==> config.mk <==
export PLATFORM = sky130hd
export DESIGN_NAME = div_seq_ctrl
export DESIGN_NICKNAME = d
export VERILOG_FILES = /design/src/rtl/div_seq_ctrl_pkg.sv /design/src/rtl/div_seq_ctrl_iter.sv /design/src/rtl/div_seq_ctrl.sv
export SDC_FILE = /design/constraint.sdc
export NUM_CORES = 1
export LEC_CHECK = 0
export CORE_AREA = 10 10 156 158
export CTS_BUF_LIST = sky130_fd_sc_hd__clkbuf_16
export CTS_CLUSTER_SIZE = 24
export DETAILED_ROUTE_END_ITERATION = 16
export DIE_AREA = 0 0 166 168
export PLACE_DENSITY = 0.9
export SETUP_SLACK_MARGIN = 0.05
export SKIP_LAST_GASP = 1
export SYNTH_ARGS = -nofsm -noshare
export SYNTH_HDL_FRONTEND = slang
export SYNTH_SLANG_ARGS = --single-unit
==> constraint.sdc <==
create_clock -name clk -period 8.82 [get_ports clk]
set_input_delay 2.646 -clock clk [delete_from_list [all_inputs] [get_ports clk]]
set_output_delay 2.646 -clock clk [all_outputs]
set_load 0.01 [all_outputs]
==> src/rtl/div_seq_ctrl_pkg.sv <==
// div_seq_ctrl_pkg: shared state encodings, widths and execute-stage divide opcodes.
package div_seq_ctrl_pkg;
  typedef enum logic [1:0] {IDLE = 2'd0, RUN = 2'd1, DONE = 2'd2} state_t;
  localparam int DIV_WIDTH = 32;
  localparam int CNT_W = 5;
  localparam logic [CNT_W-1:0] ITER_LAST = 5'd31;
  localparam logic [7:0] EXE_DIV_OP = 8'b00011010;
  localparam logic [7:0] EXE_DIVU_OP = 8'b00011011;
endpackage

==> src/rtl/div_seq_ctrl_iter.sv <==
// div_iter_core: restoring radix-2 divider datapath; exposes the post-step values so the
// controller can capture the final result on the same edge as the last step.
module div_iter_core #(
  parameter int WIDTH = 32
) (
  input  logic             clk,
  input  logic             rst,
  input  logic             load,
  input  logic             step,
  input  logic [WIDTH-1:0] dividend,
  input  logic [WIDTH-1:0] divisor,
  output logic [WIDTH-1:0] quotNext,
  output logic [WIDTH-1:0] remNext
);
  logic [WIDTH-1:0] remQ, quotQ, divQ;
  logic fits;
  // shifted remainder needs one extra bit; the difference itself always fits in WIDTH
  assign fits = {remQ, quotQ[WIDTH-1]} >= {1'b0, divQ};
  assign remNext = fits ? {remQ[WIDTH-2:0], quotQ[WIDTH-1]} - divQ : {remQ[WIDTH-2:0], quotQ[WIDTH-1]};
  assign quotNext = {quotQ[WIDTH-2:0], fits};
  always_ff @(posedge clk or posedge rst) begin
    if (rst) begin
      remQ <= '0;
      quotQ <= '0;
      divQ <= '0;
    end else if (load) begin
      remQ <= '0;
      quotQ <= dividend;
      divQ <= divisor;
    end else if (step) begin
      remQ <= remNext;
      quotQ <= quotNext;
    end
  end
endmodule

==> src/rtl/div_seq_ctrl.sv <==
// div_seq_ctrl: multi-cycle DIV/DIVU sequencer with stall, annul and divide-by-zero handling.
// Optional DIV_EARLY_OUT_EN: finish immediately when |dividend| < |divisor|.
module div_seq_ctrl
  import div_seq_ctrl_pkg::*;
#(
  parameter int WIDTH = DIV_WIDTH
) (
  input  logic               clk,
  input  logic               rst,
  input  logic               start_i,
  input  logic               signed_i,
  input  logic [WIDTH-1:0]   opa_i,
  input  logic [WIDTH-1:0]   opb_i,
  input  logic               annul_i,
  output logic               stall_o,
  output logic               busy_o,
  output logic               ready_o,
  output logic [2*WIDTH-1:0] result_o
);
  state_t state;
  logic [CNT_W-1:0] count;
  logic negQ, negR, accept, zeroDiv, earlyOut;
  logic [WIDTH-1:0] absA, absB, quotNext, remNext;
  assign absA = (signed_i && opa_i[WIDTH-1]) ? -opa_i : opa_i;
  assign absB = (signed_i && opb_i[WIDTH-1]) ? -opb_i : opb_i;
  assign zeroDiv = opb_i == '0;
`ifdef DIV_EARLY_OUT_EN
  assign earlyOut = !zeroDiv && absA < absB;
`else
  assign earlyOut = 1'b0;
`endif
  assign accept = state == IDLE && start_i && !annul_i;
  // reset gating keeps the hazard unit quiet while start_i is still held
  assign stall_o = !rst && !annul_i && (accept || state == RUN);
  assign busy_o = state != IDLE;
  assign ready_o = state == DONE && !annul_i;
  div_iter_core #(.WIDTH(WIDTH)) core (
    .clk(clk),
    .rst(rst),
    .load(accept),
    .step(state == RUN && !annul_i),
    .dividend(absA),
    .divisor(absB),
    .quotNext(quotNext),
    .remNext(remNext)
  );
  always_ff @(posedge clk or posedge rst) begin
    if (rst) begin
      state <= IDLE;
      count <= '0;
      negQ <= 1'b0;
      negR <= 1'b0;
      result_o <= '0;
    end else if (annul_i) begin
      state <= IDLE;
    end else begin
      case (state)
        IDLE: if (start_i) begin
          negQ <= signed_i && (opa_i[WIDTH-1] ^ opb_i[WIDTH-1]);
          negR <= signed_i && opa_i[WIDTH-1];
          count <= ITER_LAST;
          state <= (zeroDiv || earlyOut) ? DONE : RUN;
          if (zeroDiv) result_o <= {opa_i, {WIDTH{1'b1}}};
          else if (earlyOut) result_o <= {opa_i, {WIDTH{1'b0}}};
        end
        RUN: begin
          count <= count - 1'b1;
          if (count == '0) begin
            state <= DONE;
            result_o <= {negR ? -remNext : remNext, negQ ? -quotNext : quotNext};
          end
        end
        default: state <= IDLE;
      endcase
    end
  end
endmodule

==> impl_metrics.json, run 1 <==
{
  "max-cap-violations": 0,
  "pin_count": 136,
  "antenna_found_initial": 1,
  "relSlewSlack": 0.131,
  "die_height_um": 168,
  "clkSinkCount": 169,
  "hold_violations": 0,
  "finalCriticalPeriod_ns": 7.13,
  "setup_viol": 0,
  "worstSkewPairLatency_ns": 0.45,
  "synth_most_common_cell": "nand2_1",
  "synth_edf_count": 0,
  "leakagePower_uw": 0.00588,
  "start_util": 0.567,
  "io_buffers": 135,
  "endpoint_kind": "primary output",
  "synthArstFlopShare": 1.00,
  "synthTopCellsByCount": "nand2_1 (188), dfrtp_1 (169), o21ai_0 (169)",
  "fp.dieW_um": 166,
  "highest_layer": "met4",
  "hp-class": "flip-flop to flip-flop",
  "grt_max_degree": 92,
  "setup_slack_ns": 1.69,
  "slew_violations": 0,
  "grt.overflow.total": 0,
  "crit_arrival_ns": 4.49,
  "drtPass1Iterations": 7,
  "drt_wl_total_um": 37700,
  "synth_area_per_cell_um2": 8.14,
  "viasPerCell": 6.37,
  "cts_max_level": 4,
  "cts_setup_buffers": 0,
  "multi_input_area_um2": 7360,
  "holdWs_ns": 0.480,
  "numCtsBuffers": 17,
  "path_max_fanout": 7,
  "final_nets": 1683,
  "post_drt_wl_per_cell_um": 20.2,
  "synth-main-ff-cell": "dfrtp_1",
  "num_rows": 54,
  "power_density_nw_per_um2": 341,
  "dr.first_iter.drc_count": 1085,
  "finalPower_uw": 4840,
  "core_um2": 21400,
  "fillers": 1749,
  "status": "complete, no violations",
  "rsz0062_at_grt": "false",
  "grt_use_total": 0.263,
  "register_area_um2": 4230,
  "synth_top_area_frac": 0.348,
  "route.detailed.drc": 0,
  "hpwl_um": 28300,
  "syn_to_final_growth_pct": 17.0,
  "cts_tree": "yes",
  "cts.clk_slew.worst_paths_ns": 0.07,
  "layout-drive-gt1-share": 0.0560,
  "fin_tns_setup_ns": 0,
  "synth.distinct_cells": 88,
  "utilization": 0.663,
  "syn-instance-count": 1490,
  "gp_congestion": 0.982,
  "fmax_mhz": 140,
  "pre_cts_ws_ns": 1.70,
  "fin_crit_sh": 0.809,
  "synth_seq_cells": 169,
  "grt_pass1_vias": 11400,
  "critPathKind": "input port to primary output",
  "dr_total_vias": 11900,
  "yosysTopAreaCell": "dfrtp_1",
  "start_kind": "input port",
  "ant_nets": 0,
  "wl_met1_um": 15500,
  "worstPathRequired_ns": 6.17,
  "cts-hold-fix-buffers": 0,
  "synth_area_um2": 12100,
  "worst_pin_slew_ns": 1.27,
  "post_cts_resized": 0,
  "clockBufferDepth": 2,
  "syn_nets": 1598,
  "dr_wl_met2_um": 17000,
  "root_buffer": "clkbuf_16",
  "fin_worst_skew_ns": 0.0142,
  "dr_wl_met3_um": 3110,
  "grt_pass1_wl_um": 60600,
  "die_area_um2": 27900,
  "netlist_top_cells_area": "dfrtp_1 (35%), o21ai_0 (7.0%), nand2_1 (5.8%)",
  "yosys_warnings": 0,
  "ys_seq_area_frac": 0.348,
  "ir_worst_vdd_mv": 0.245
}
==> placed cells by master, fill, tap and decap left out, drive strengths merged, types with 9 or more instances in the layout <==
cell type      Yosys  layout
xor2              72      72
o41ai             11      11
nand4             18      18
nor4              13      13
a21o              10      10
nand3             23      23
ha                38      38
nor2             110     110
or3               31      31
a31oi             16      16
or4               14      14
xnor2             62      62
o211ai            14      14
inv               59      65
o31ai             26      26
and2              15      15
buf               20      12
nand2            188     188
a22oi             35      35
dfrtp            169     169
mux2i             19      19
nand2b            13      13
and3              13      13
o21a               9       9
o21ai            178     178
nor2b             10      10
nor3              26      26
a21oi            134     134
clkdlybuf4s50      0     135
clkbuf            61      17
==> cell type report <==
cell class / instances / share of cell area
Antenna cell: 1 / 0.000176
Clock buffer: 17 / 0.0300
Clock inverter: 15 / 0.0116
Inverter: 59 / 0.0161
Multi-Input combinational cell: 1181 / 0.518
Sequential cell: 169 / 0.298
Tap cell: 280 / 0.0247
Timing Repair Buffer: 147 / 0.102
==> metrics by stage <==
stage / area (um2) / std cells
after floorplan: 12100 / 1490
after global placement: 13600 / 1836
after detailed placement: 13600 / 1836
after CTS: 14200 / 1868
after global routing: 14200 / 1869
final: 14200 / 1869
==> logic make-up after synthesis <==
logic type / Yosys count / share of synthesized area
fa+ha+maj: 39 / 0.0408
mux: 19 / 0.0157
compound gates: 489 / 0.250
flops: 169 / 0.348
simple gates: 500 / 0.200
xor+xnor: 134 / 0.0967
buf+inv: 140 / 0.0476
==> critical path, cell delays in order <==
cell             delay, ns
clkdlybuf4s50_1       0.49
nor2_1                0.53
o21ai_4               0.15
nor2_1                0.12
clkdlybuf4s50_1       0.55
==> per-layer routing <==
metal  track usage  up-vias
met5             0        -
met4         0.145        0
met3        0.0552      133
met2         0.412      641
met1         0.334     5596
li1              -     5531
==> where the power goes <==
| part | internal [uW] | switching (uW) | leakage (uW) |
|---|---|---|---|
| sequential | 920 | 204 | 0.00222 |
| clock | 379 | 373 | 0.000288 |
| combinational | 1090 | 1880 | 0.00337 |
==> flip-flops by register name (all words and copies together) (netlist names) <==
register and flops:
result_o 64, core.divQ 32, core.quotQ 32, core.remQ 32
count 5, state 2, negQ 1, negR 1
==> path summary, 6_finish.rpt <==
path | from | endpoint | slack, ns | cells after the start
worst max-delay path | annul_i | stall_o | 1.69 | 5
worst min-delay path | core.divQ[13] | core.divQ[13] | 0.48 | 2
worst max register to register | core.remQ[5] | result_o[28] | 3.24 | 18
worst min register to register | core.divQ[13] | core.divQ[13] | 0.48 | 2
max in group asynchronous | rst | core.remQ[28] | 4.56 | 3
min in group asynchronous | rst | result_o[32] | 2.74 | 2
Power figures use the tool's default switching activity.
==> run 2: changes to the inputs <==
--- a/config.mk
+++ b/config.mk
@@ -5,12 +5,12 @@
 export SDC_FILE = /design/constraint.sdc
 export NUM_CORES = 1
 export LEC_CHECK = 0
-export CORE_AREA = 10 10 156 158
+export CORE_AREA = 10 10 164 166
 export CTS_BUF_LIST = sky130_fd_sc_hd__clkbuf_16
 export CTS_CLUSTER_SIZE = 24
 export DETAILED_ROUTE_END_ITERATION = 16
-export DIE_AREA = 0 0 166 168
-export PLACE_DENSITY = 0.9
+export DIE_AREA = 0 0 174 176
+export PLACE_DENSITY = 0.86
 export SETUP_SLACK_MARGIN = 0.05
 export SKIP_LAST_GASP = 1
 export SYNTH_ARGS = -nofsm -noshare
==> constraint.sdc (replaced) <==
create_clock -name clk -period 5.7 [get_ports clk]
set_input_delay 1.71 -clock clk [delete_from_list [all_inputs] [get_ports clk]]
set_output_delay 1.71 -clock clk [all_outputs]
set_load 0.01 [all_outputs]
==> impl_metrics.json, run 2 (synthesis results as in run 1) <==
{
  "fp.dieW_um": 174,
  "grt_pass1_vias": 11400,
  "start_util": 0.509,
  "grt_max_degree": 170,
  "worst_pin_slew_ns": 1.02,
  "cp_top_family": "compound AO/OA/AOI/OAI gates",
  "crit_path_max_incr_delay_ns": 0.45,
  "start_kind": "flip-flop",
  "dr_total_vias": 11900,
  "core_um2": 23800,
  "final_nets": 1692,
  "cts_tree": "yes",
  "cts_setup_buffers": 0,
  "path_max_fanout": 9,
  "endpoint_kind": "flip-flop",
  "setup_viol": 0,
  "path_buf_inv": 0,
  "fmax_mhz": 193,
  "viasPerCell": 6.17,
  "syn_to_final_growth_pct": 18.4,
  "grt_use_total": 0.243,
  "largest_reg_flops": 64,
  "rsz0062_at_grt": "false",
  "hpwl_um": 29100,
  "num_rows": 57,
  "gp_congestion": 1.04,
  "antenna_found_initial": 1,
  "die_height_um": 176,
  "fin_tns_setup_ns": 0,
  "dr.first_iter.drc_count": 1287,
  "pin_count": 136,
  "post_drt_wl_per_cell_um": 20.0,
  "max-cap-violations": 0,
  "register_area_um2": 4230,
  "final_cell_mix": "nand2_1 (187), dfrtp_1 (169), o21ai_0 (168), clkdlybuf4s50_1 (135), a21oi_1 (131)",
  "clkSinkCount": 169,
  "drtPass1Iterations": 8,
  "fin_worst_skew_ns": 0.00913,
  "worstPathRequired_ns": 6.01,
  "cts-hold-fix-buffers": 0,
  "power_density_nw_per_um2": 535,
  "postPlaceCellArea_um2": 13700,
  "finalPower_uw": 7690,
  "relSlewSlack": 0.317,
  "fin_area_um2": 14400,
  "status": "complete, no violations",
  "top_register": "result_o",
  "grt.overflow.total": 0,
  "ant_nets": 0,
  "fin_crit_sh": 0.910,
  "grt_pass1_wl_um": 60600,
  "post_cts_resized": 0,
  "finalCriticalPeriod_ns": 5.19,
  "utilization": 0.603,
  "fillers": 2117,
  "drt_wl_total_um": 38400,
  "route.detailed.drc": 0,
  "leakagePower_uw": 0.00594,
  "slew_violations": 0,
  "die_area_um2": 30600,
  "hold_violations": 0,
  "cts_max_level": 4,
  "hp-class": "flip-flop to flip-flop",
  "root_buffer": "clkbuf_16",
  "worstSkewPairLatency_ns": 0.44,
  "crit_arrival_ns": 5.50,
  "pre_cts_ws_ns": 0.586,
  "critPathKind": "flip-flop to flip-flop",
  "setup_slack_ns": 0.513,
  "numCtsBuffers": 17,
  "clockBufferDepth": 2,
  "ir_worst_vdd_mv": 0.330,
  "multi_input_area_um2": 7360,
  "crit_chain": "ha_1 -> a21oi_2 -> o21ai_1 -> a31oi_1 -> o211ai_1 -> or2_2 -> o21ai_0 -> ha_1 -> and2_1 -> o2111a_1 -> or3b_1 -> nor4_1 -> o2bb2ai_1 -> or3b_1 -> o21ai_1 -> xnor2_1 -> o22ai_1",
  "cpMaxStageDelayCell": "or2_2",
  "final_common_cell": "nand2_1",
  "layout-drive-gt1-share": 0.0620,
  "cts.clk_slew.worst_paths_ns": 0.07,
  "io_buffers": 135
}
run 2: changes by cell type in the layout (fill, tap and decap cells not counted):
cell | previous run | this run
bufinv_16 | 0 | 2
clkinvlp_4 | 1 | 2
inv_1 | 57 | 56
buf_12 | 0 | 1
clkinv_8 | 4 | 3
buf_4 | 12 | 20
clkinv_4 | 4 | 3
run 2: per-layer routing:
layer | wire length [um] | up-vias | share of wire | GRT usage
met5 | 0 | - | 0 | 0
met4 | 1700 | 0 | 0.044 | 0.119
met3 | 3370 | 108 | 0.088 | 0.0461
met2 | 17300 | 603 | 0.45 | 0.388
met1 | 16000 | 5612 | 0.42 | 0.313
li1 | - | 5542 | - | -
run 2: worst paths after layout:
check                                   start             end  slack [ns]  cells past startpoint
worst max register to register  core.remQ[19]    result_o[60]        0.51                     17
max in group asynchronous                 rst  core.quotQ[29]        3.09                      3
worst min register to register  core.divQ[17]   core.divQ[17]        0.48                      2
min in group asynchronous                 rst    result_o[49]        1.89                      3
worst min-delay path            core.divQ[17]   core.divQ[17]        0.48                      2
worst max-delay path            core.remQ[19]    result_o[60]        0.51                     17
run 2: cell type report:
| class | instances | share of cell area |
|---|---|---|
| clock buffers | 17 | 0.0296 |
| inverters | 59 | 0.0158 |
| flip-flops and latches | 169 | 0.294 |
| multi-input cells | 1181 | 0.512 |
| well taps | 324 | 0.0282 |
| repair buffers | 156 | 0.106 |
| clock inverters | 15 | 0.0143 |
| diodes | 1 | 0.000174 |
run 2: tightest hold or removal path, cell delays in order, from the launching register on:
cell	delay, ns
dfrtp_1	0.34
nand2_1	0.05
o21ai_0	0.06
run 2: stage by stage:
step	instances	hold slack, ns
4_1_cts	1921	0.486
3_3_place_gp	1889	0.461
5_1_grt	1921	0.498
3_5_place_dp	1889	0.471
6_report	1922	0.480
2_1_floorplan	1490	0.450
run 2: where the power goes:
group | switching [uW] | internal (uW)
clock | 566 | 673
sequential | 308 | 1420
combinational | 2990 | 1730
total | 3870 | 3830
